===== config.mk =====
export PLATFORM = sky130hd
export DESIGN_NAME = rr_dec_arbiter4
export DESIGN_NICKNAME = d
export VERILOG_FILES = /design/src/rtl/rr_dec_arbiter4.sv
export SDC_FILE = /design/constraint.sdc
export NUM_CORES = 1
export LEC_CHECK = 0
export BUFFER_PORTS_ARGS = -buffer_cell sky130_fd_sc_hd__buf_2
export CAP_MARGIN = 30
export CORE_AREA = 3 3 40 42
export DETAILED_ROUTE_END_ITERATION = 12
export DIE_AREA = 0 0 43 45
export GPL_TIMING_DRIVEN = 1
export MAX_ROUTING_LAYER = met4
export PLACE_DENSITY = 0.77
export SLEW_MARGIN = 20
export SYNTH_ARGS = -nofsm -noshare
export SYNTH_HDL_FRONTEND = slang
export SYNTH_SLANG_ARGS = --single-unit

===== constraint.sdc =====
create_clock -name clk -period 2.93 [get_ports clk]
set_input_delay 0.586 -clock clk [delete_from_list [all_inputs] [get_ports clk]]
set_output_delay 0.586 -clock clk [all_outputs]
set_load 0.1 [all_outputs]

===== src/rtl/rr_dec_arbiter4.sv =====
// rr_dec_arbiter4: four-client round-robin arbiter whose winner is held as a
// 2-bit index plus an enable, then decoded into a registered one-hot grant.
//
// Ports:
//   clk        rising-edge clock
//   rst        synchronous, active-high reset
//   req[3:0]   level-sensitive requests, one per client
//   done[3:0]  completion pulses; only the current owner's bit is observed
//   gnt[3:0]   registered one-hot grant, zero when there is no owner
//   gnt_idx    index of the current (or most recent) owner
//   gnt_valid  grant held; acts as the decode enable for gnt
//   timeout    one-cycle pulse on a forced (watchdog) release
//
// Parameters:
//   HOLD_MAX   longest grant, in cycles, when the watchdog is built (1..255)
//
// Build option:
//   ARB_TIMEOUT_EN  when defined, builds the 8-bit hold counter/watchdog;
//                   otherwise grants last until done/withdraw and timeout=0.

module rr_dec_arbiter4 #(
    parameter int HOLD_MAX = 15
) (
    input  logic       clk,
    input  logic       rst,
    input  logic [3:0] req,
    input  logic [3:0] done,
    output logic [3:0] gnt,
    output logic [1:0] gnt_idx,
    output logic       gnt_valid,
    output logic       timeout
);

    typedef enum logic {
        IDLE  = 1'b0,
        GRANT = 1'b1
    } state_t;

    state_t     state;
    logic [1:0] ptr;
    logic [1:0] win_idx;
    logic [1:0] cand;
    logic       rel_norm;
    logic       rel_any;

    // 2-to-4 decode with enable.
    function automatic logic [3:0] dec2to4(input logic en,
                                           input logic [1:0] idx);
        logic [3:0] onehot;
        onehot = 4'b0000;
        if (en) begin
            unique case (idx)
                2'd0: onehot = 4'b0001;
                2'd1: onehot = 4'b0010;
                2'd2: onehot = 4'b0100;
                2'd3: onehot = 4'b1000;
                default: onehot = 4'b0000;
            endcase
        end
        return onehot;
    endfunction

    // Rotating priority search starting at ptr. Walking the offsets from
    // farthest to nearest lets the nearest set request overwrite the rest.
    always_comb begin
        win_idx = ptr;
        cand    = ptr;
        for (int i = 3; i >= 0; i--) begin
            cand = ptr + 2'(i);
            if (req[cand]) begin
                win_idx = cand;
            end
        end
    end

    // A normal release: owner reports completion or drops its request.
    assign rel_norm = done[gnt_idx] | ~req[gnt_idx];

`ifdef ARB_TIMEOUT_EN
    localparam logic [7:0] HOLD_LAST = 8'(HOLD_MAX - 1);

    logic [7:0] hold_cnt;
    logic       expire;
    logic       timeout_q;

    assign expire  = (hold_cnt == HOLD_LAST);
    assign rel_any = rel_norm | expire;
    assign timeout = timeout_q;
`else
    assign rel_any = rel_norm;
    assign timeout = 1'b0;
`endif

    always_ff @(posedge clk) begin
        if (rst) begin
            state     <= IDLE;
            ptr       <= 2'd0;
            gnt_idx   <= 2'd0;
            gnt_valid <= 1'b0;
            gnt       <= 4'b0000;
`ifdef ARB_TIMEOUT_EN
            hold_cnt  <= 8'd0;
            timeout_q <= 1'b0;
`endif
        end else begin
`ifdef ARB_TIMEOUT_EN
            timeout_q <= 1'b0;
`endif
            unique case (state)
                IDLE: begin
                    if (|req) begin
                        state     <= GRANT;
                        gnt_idx   <= win_idx;
                        gnt_valid <= 1'b1;
                        gnt       <= dec2to4(1'b1, win_idx);
`ifdef ARB_TIMEOUT_EN
                        hold_cnt  <= 8'd0;
`endif
                    end
                end
                GRANT: begin
                    if (rel_any) begin
                        // gnt_idx keeps the last owner; ptr moves past it.
                        state     <= IDLE;
                        gnt_valid <= 1'b0;
                        gnt       <= 4'b0000;
                        ptr       <= gnt_idx + 2'd1;
`ifdef ARB_TIMEOUT_EN
                        // A coincident normal release wins over the watchdog.
                        timeout_q <= expire & ~rel_norm;
`endif
                    end else begin
`ifdef ARB_TIMEOUT_EN
                        hold_cnt  <= hold_cnt + 8'd1;
`endif
                    end
                end
                default: begin
                    state <= IDLE;
                end
            endcase
        end
    end

    // Structural invariants of the registered outputs.
    a_hold_range: assert property (@(posedge clk)
        (HOLD_MAX >= 1) && (HOLD_MAX <= 255));

    a_gnt_dec: assert property (@(posedge clk) disable iff (rst)
        gnt == dec2to4(gnt_valid, gnt_idx));

    a_valid_state: assert property (@(posedge clk) disable iff (rst)
        gnt_valid == (state == GRANT));

    a_to_idle: assert property (@(posedge clk) disable iff (rst)
        timeout |-> !gnt_valid);

endmodule


==> results of run 1 <==
[registers in the layout (all words and copies together) (netlist names)]
register	flops
gnt_valid	1
ptr	2
gnt	4
gnt_idx	2
state	1
[worst max-delay path by stage]
| stage | endpoint | start | cells after the start | slack (ns) |
|---|---|---|---|---|
| finish | gnt_idx[0] | gnt_idx[0] | 1 | 1.12 |
| global route | gnt_idx[0] | gnt_idx[0] | 1 | 1.07 |
| CTS | gnt_idx[0] | gnt_idx[0] | 1 | 1.11 |
| detailed placement | gnt[0] | req[2] | 6 | 1.16 |
| global placement | gnt[0] | req[2] | 6 | 1.18 |
| floorplan | ptr[0] | gnt_idx[1] | 5 | 0.91 |
[placed cells by master (no fill, tap or decap), drive strengths merged, types with 3 or more instances in the layout]
cell type | synthesis | layout
a21oi | 8 | 8
buf | 3 | 16
clkbuf | 0 | 3
dfxtp | 10 | 10
nand2 | 6 | 6
nand3 | 6 | 6
nor2 | 3 | 3
nor2b | 4 | 4
nor3 | 3 | 3
or2 | 3 | 3
[kinds of logic (layout without fill, tap and decap cells)]
group,count (synthesis),count (layout),share of synthesized area
simple gates,35,35,0.404
compound gates,13,13,0.139
flops,10,10,0.371
buf+inv,4,20,0.0441
other cells,1,1,0.00695
xor+xnor,1,1,0.0162
mux,1,1,0.0186
[per-layer routing]
layer  track usage  wire (µm)
met3        0.0319         87
met1         0.159        572
met5             -          0
met4         0.120         39
met2         0.204        523
[report_power, final]
part | switching (µW) | internal, µW
logic | 98.6 | 31.6
clock network | 43.5 | 47.3
registers | 11.1 | 148
[through the flow]
stage	total power [µW]	area (µm²)	instances	hold slack, ns
final	380	641	96	0.465
after floorplan	268	539	65	0.457
after CTS	383	641	96	0.468
after global placement	289	618	93	0.458
after global routing	399	641	96	0.483
after detailed placement	292	618	93	0.459
[final cells by class]
cell class | count | share of cell area
multi-input cells | 51 | 0.492
repair buffers | 16 | 0.125
well taps | 15 | 0.0293
flip-flops and latches | 10 | 0.313
inverters | 1 | 0.00586
clock buffers | 3 | 0.0352
==> impl_metrics.json, run 1 <==
{
  "status": "finished clean",
  "diodes": 0,
  "leakage_uw": 0.000283,
  "wl_per_cell_um": 12.7,
  "timing.slew.headroom": 0.576,
  "postCtsHoldBufs": 0,
  "cp.arrival_ns": 1.23,
  "critPathBufInv": 1,
  "reg2reg_to": "gnt[2]",
  "area_delta_synth_final_pct": 18.8,
  "first_iter_violations": 7,
  "portBuffers": 16,
  "cellPowerDensity_nw_per_um2": 593,
  "ys_ff_latch": 10,
  "synth_edf_count": 0,
  "max_stage_delay_ns": 0.49,
  "tightest_slew_ns": 0.631,
  "crit_slowest_cell": "buf_2",
  "yosys-top-cells-area": "dfxtp_1 (37%), a21oi_1 (7.4%), and4bb_1 (4.6%)",
  "path_cells": "buf_2",
  "r2r_start": "ptr[1]",
  "fin_util": 0.499,
  "cp_max_fo": 8,
  "r2r_cells": 5,
  "detail_route.vias_per_cell": 5.41,
  "slew_violations": 0,
  "dr_total_vias": 519,
  "yosys_warnings": 0,
  "synthFlopType": "dfxtp_1",
  "start_util": 0.420,
  "drc": 0,
  "max_freq_mhz": 552,
  "drive_above_1_share": 0.259,
  "setup_viol": 0,
  "setup_tns_ns": 0,
  "hold_viol": 0,
  "synth_area_um2": 539,
  "dpl_worst_slack_ns": 1.16,
  "die_area_um2": 1940,
  "rows": 13,
  "fin_ws_ns": 1.12,
  "dp_hpwl_um": 866,
  "skew_ns": 0.00606,
  "synthArstFlopShare": 0,
  "finalCritPeriodShare": 0.619,
  "synthCells": 65,
  "postSynthAreaPerCell_um2": 8.30,
  "min_path_type": "reg -> reg",
  "antenna_found_initial": 0,
  "min_to": "gnt[0]",
  "grt_start_max_net_pins": 11,
  "synthTopCellsByCount": "dfxtp_1 (10), a21oi_1 (8), nand2_1 (6), nand3_1 (5), nor2b_1 (4)",
  "ios": 18,
  "gr-total-overflow": 0,
  "globalplace.congestion": 0.839,
  "cts.sinks": 10,
  "cts-resized-gates": 0,
  "whs_path_depth": 2,
  "die_width_um": 43,
  "first_global_vias": 455,
  "nFillCells": 142,
  "netlist.area_leader.share": 0.371,
  "rsz0062_at_grt": "false",
  "cts_max_level": 1,
  "post_cts_buffers": 0,
  "r2r_slack_ns": 1.44,
  "syn_nets": 75,
  "drtAntennaViolNets": 0,
  "grt_usage": 0.139,
  "multi_input_area_um2": 315,
  "die_h_um": 45,
  "ir_drop_v": 0.000248,
  "fin_crit_ns": 1.81,
  "wl_um": 1220,
  "ys_seq_area_frac": 0.371,
  "critPathRequiredTime_ns": 2.34,
  "grt_pass1_wl_um": 1880,
  "regArea_um2": 200,
  "yosysMostFrequentCell": "dfxtp_1",
  "yosysTopAreaCell": "dfxtp_1",
  "worst-setup-path-type": "reg -> out",
  "cpLargestDelayFamily": "buffers and inverters",
  "clkLatencyLatePin_ns": 0.26,
  "path_clk_slew_ns": 0.06,
  "core_area_um2": 1280,
  "cts_tree": "built",
  "drtPass1Iterations": 4,
  "synth.distinct_cells": 29,
  "setup.worst_path.end_class": "output port",
  "drv_cap": 0,
  "crit_path_start_kind": "flop",
  "cts-root-buf": "clkbuf_4",
  "hp-start": "gnt[0]",
  "ctsLongestPathBuffers": 2,
  "layout.nets": 93,
  "cts_buffers": 3
}
No activity file was read; power rests on OpenSTA's default activity.
==> inputs of run 2 (changes only) <==
--- a/config.mk
+++ b/config.mk
@@ -5,14 +5,15 @@
 export SDC_FILE = /design/constraint.sdc
 export NUM_CORES = 1
 export LEC_CHECK = 0
+export ABC_AREA = 1
 export BUFFER_PORTS_ARGS = -buffer_cell sky130_fd_sc_hd__buf_2
 export CAP_MARGIN = 30
-export CORE_AREA = 3 3 40 42
+export CORE_MARGIN = 3
+export CORE_UTILIZATION = 50
 export DETAILED_ROUTE_END_ITERATION = 12
-export DIE_AREA = 0 0 43 45
 export GPL_TIMING_DRIVEN = 1
 export MAX_ROUTING_LAYER = met4
-export PLACE_DENSITY = 0.77
+export PLACE_DENSITY = 0.87
 export SLEW_MARGIN = 20
 export SYNTH_ARGS = -nofsm -noshare
 export SYNTH_HDL_FRONTEND = slang
==> constraint.sdc (replaced) <==
create_clock -name clk -period 1.86 [get_ports clk]
set_input_delay 0.372 -clock clk [delete_from_list [all_inputs] [get_ports clk]]
set_output_delay 0.372 -clock clk [all_outputs]
set_load 0.1 [all_outputs]
==> impl_metrics.json, run 2 <==
{
  "cts_max_level": 1,
  "drtAntennaViolNets": 0,
  "regArea_um2": 201,
  "portBuffers": 16,
  "critPathBufInv": 2,
  "cts.sinks": 10,
  "synthCells": 107,
  "cts_tree": "built",
  "wl_um": 1560,
  "antenna_found_initial": 0,
  "netlist.area_leader.share": 0.287,
  "globalplace.congestion": 0.779,
  "yosysTopAreaCell": "dfxtp_1",
  "max_freq_mhz": 634,
  "gr-total-overflow": 0,
  "ys_seq_area_frac": 0.287,
  "fin_ws_ns": 0.282,
  "timing.hold.ws_ns": 0.331,
  "start_util": 0.580,
  "mostFrequentLayoutCells": "nand2_1 (21), buf_2 (16), nand2_2 (13), nand3_1 (13), inv_1 (11)",
  "leakage_uw": 0.000420,
  "crit_path_start_kind": "flop",
  "dpl_worst_slack_ns": 0.291,
  "wl_per_cell_um": 11.2,
  "synth_edf_count": 0,
  "max_stage_delay_ns": 0.59,
  "synth.distinct_cells": 24,
  "rows": 12,
  "synthArstFlopShare": 0,
  "synth_area_um2": 697,
  "yosys_warnings": 0,
  "yosys-top-cells-area": "dfxtp_1 (29%), nand2_2 (12%), nand2_1 (11%)",
  "first_iter_violations": 11,
  "drtPass1Iterations": 4,
  "die_area_um2": 1880,
  "setup_tns_ns": 0,
  "detail_route.vias_per_cell": 5.27,
  "synthTopCellsByCount": "nand2_1 (21), nand2_2 (13), nand3_1 (13), inv_1 (11), dfxtp_1 (10)",
  "finalCritPeriodShare": 0.848,
  "grt_start_max_net_pins": 11,
  "area_delta_synth_final_pct": 16.7,
  "first_global_vias": 658,
  "setup_viol": 0,
  "nFillCells": 104,
  "fin_util": 0.677,
  "ir_drop_v": 0.000935,
  "path_clk_slew_ns": 0.06,
  "status": "finished clean",
  "die_width_um": 43.3,
  "cp_max_fo": 9,
  "drive_above_1_share": 0.336,
  "regMostFlops": "gnt",
  "cts-root-buf": "clkbuf_4",
  "cp.arrival_ns": 1.74,
  "cpLargestDelayFamily": "simple AND/OR/NAND/NOR gates",
  "slew_violations": 0,
  "skew_ns": 0.000788,
  "critPathRequiredTime_ns": 2.02,
  "multi_input_area_um2": 410,
  "cellPowerDensity_nw_per_um2": 1320,
  "final_common_cell": "nand2_1",
  "syn_nets": 117,
  "largestRegisters": "gnt (4), gnt_idx (2), ptr (2)",
  "hold_viol": 0,
  "path_cells": "nand2_1, nand3_1, nand2_1, inv_1, nand2_1, nand2_2, nand2_2, nand2_2, nand3_1, o211ai_1, inv_1",
  "drv_cap": 0,
  "post_cts_buffers": 0,
  "crit_slowest_cell": "dfxtp_1",
  "synthFlopType": "dfxtp_1",
  "grt_pass1_wl_um": 2670,
  "postCtsHoldBufs": 0,
  "diodes": 0,
  "min_path_type": "in -> reg",
  "core_area_um2": 1200,
  "cts-resized-gates": 0,
  "die_h_um": 43.3,
  "setup.worst_path.end_class": "flop",
  "grt_usage": 0.190,
  "fin_crit_ns": 1.58,
  "largest_register_ffs": 4,
  "layout.nets": 136,
  "ys_ff_latch": 10,
  "yosysMostFrequentCell": "nand2_1",
  "worst-setup-path-type": "reg -> reg",
  "drc": 0,
  "dp_hpwl_um": 1190,
  "postSynthAreaPerCell_um2": 6.51,
  "dr_total_vias": 732,
  "rsz0062_at_grt": "false",
  "clkLatencyLatePin_ns": 0.27,
  "cts_buffers": 3,
  "ctsLongestPathBuffers": 2,
  "ios": 18
}
## run 2: metal layers
layer,part of all wire,up-vias,GRT usage
li1,-,388,-
met1,0.46,327,0.228
met2,0.49,14,0.313
met3,0.039,3,0.0498
met4,0.0096,0,0.0542
met5,0,-,-
## run 2: through the flow
step,cells,total power [µW],instance area [µm²]
finish,139,1080,813
global route,139,1140,813
CTS,139,1080,813
detailed placement,135,880,777
global placement,135,867,777
floorplan,107,795,698
## run 2: area by class of cell
class / count / share of cell area
Timing Repair Buffer: 16 / 0.0985
Clock buffer: 4 / 0.0446
Tap cell: 14 / 0.0215
Multi-Input combinational cell: 79 / 0.505
Sequential cell: 10 / 0.248
Inverter: 16 / 0.0831
## run 2: cells by family after synthesis
| kind of cell | synth area share |
|---|---|
| simple gates | 0.440 |
| buf+inv | 0.124 |
| compound gates | 0.131 |
| flops | 0.287 |
| xor+xnor | 0.0126 |
| other cells | 0.00538 |
## run 2: power by group
part	switching, µW	total, µW	internal [µW]	leakage, µW
clock network	76.7	196	119	0.0000210
registers	45.2	300	255	0.0000829
logic	438	580	142	0.000316
total	560	1080	515	0.000420
## run 2: final timing paths
path | from | endpoint | slack, ns | cells past startpoint
max | ptr[0] | gnt_idx[0] | 0.28 | 11
min | rst | gnt[3] | 0.33 | 2
max reg2reg | ptr[0] | gnt_idx[0] | 0.28 | 11
min reg2reg | state | state | 0.48 | 2
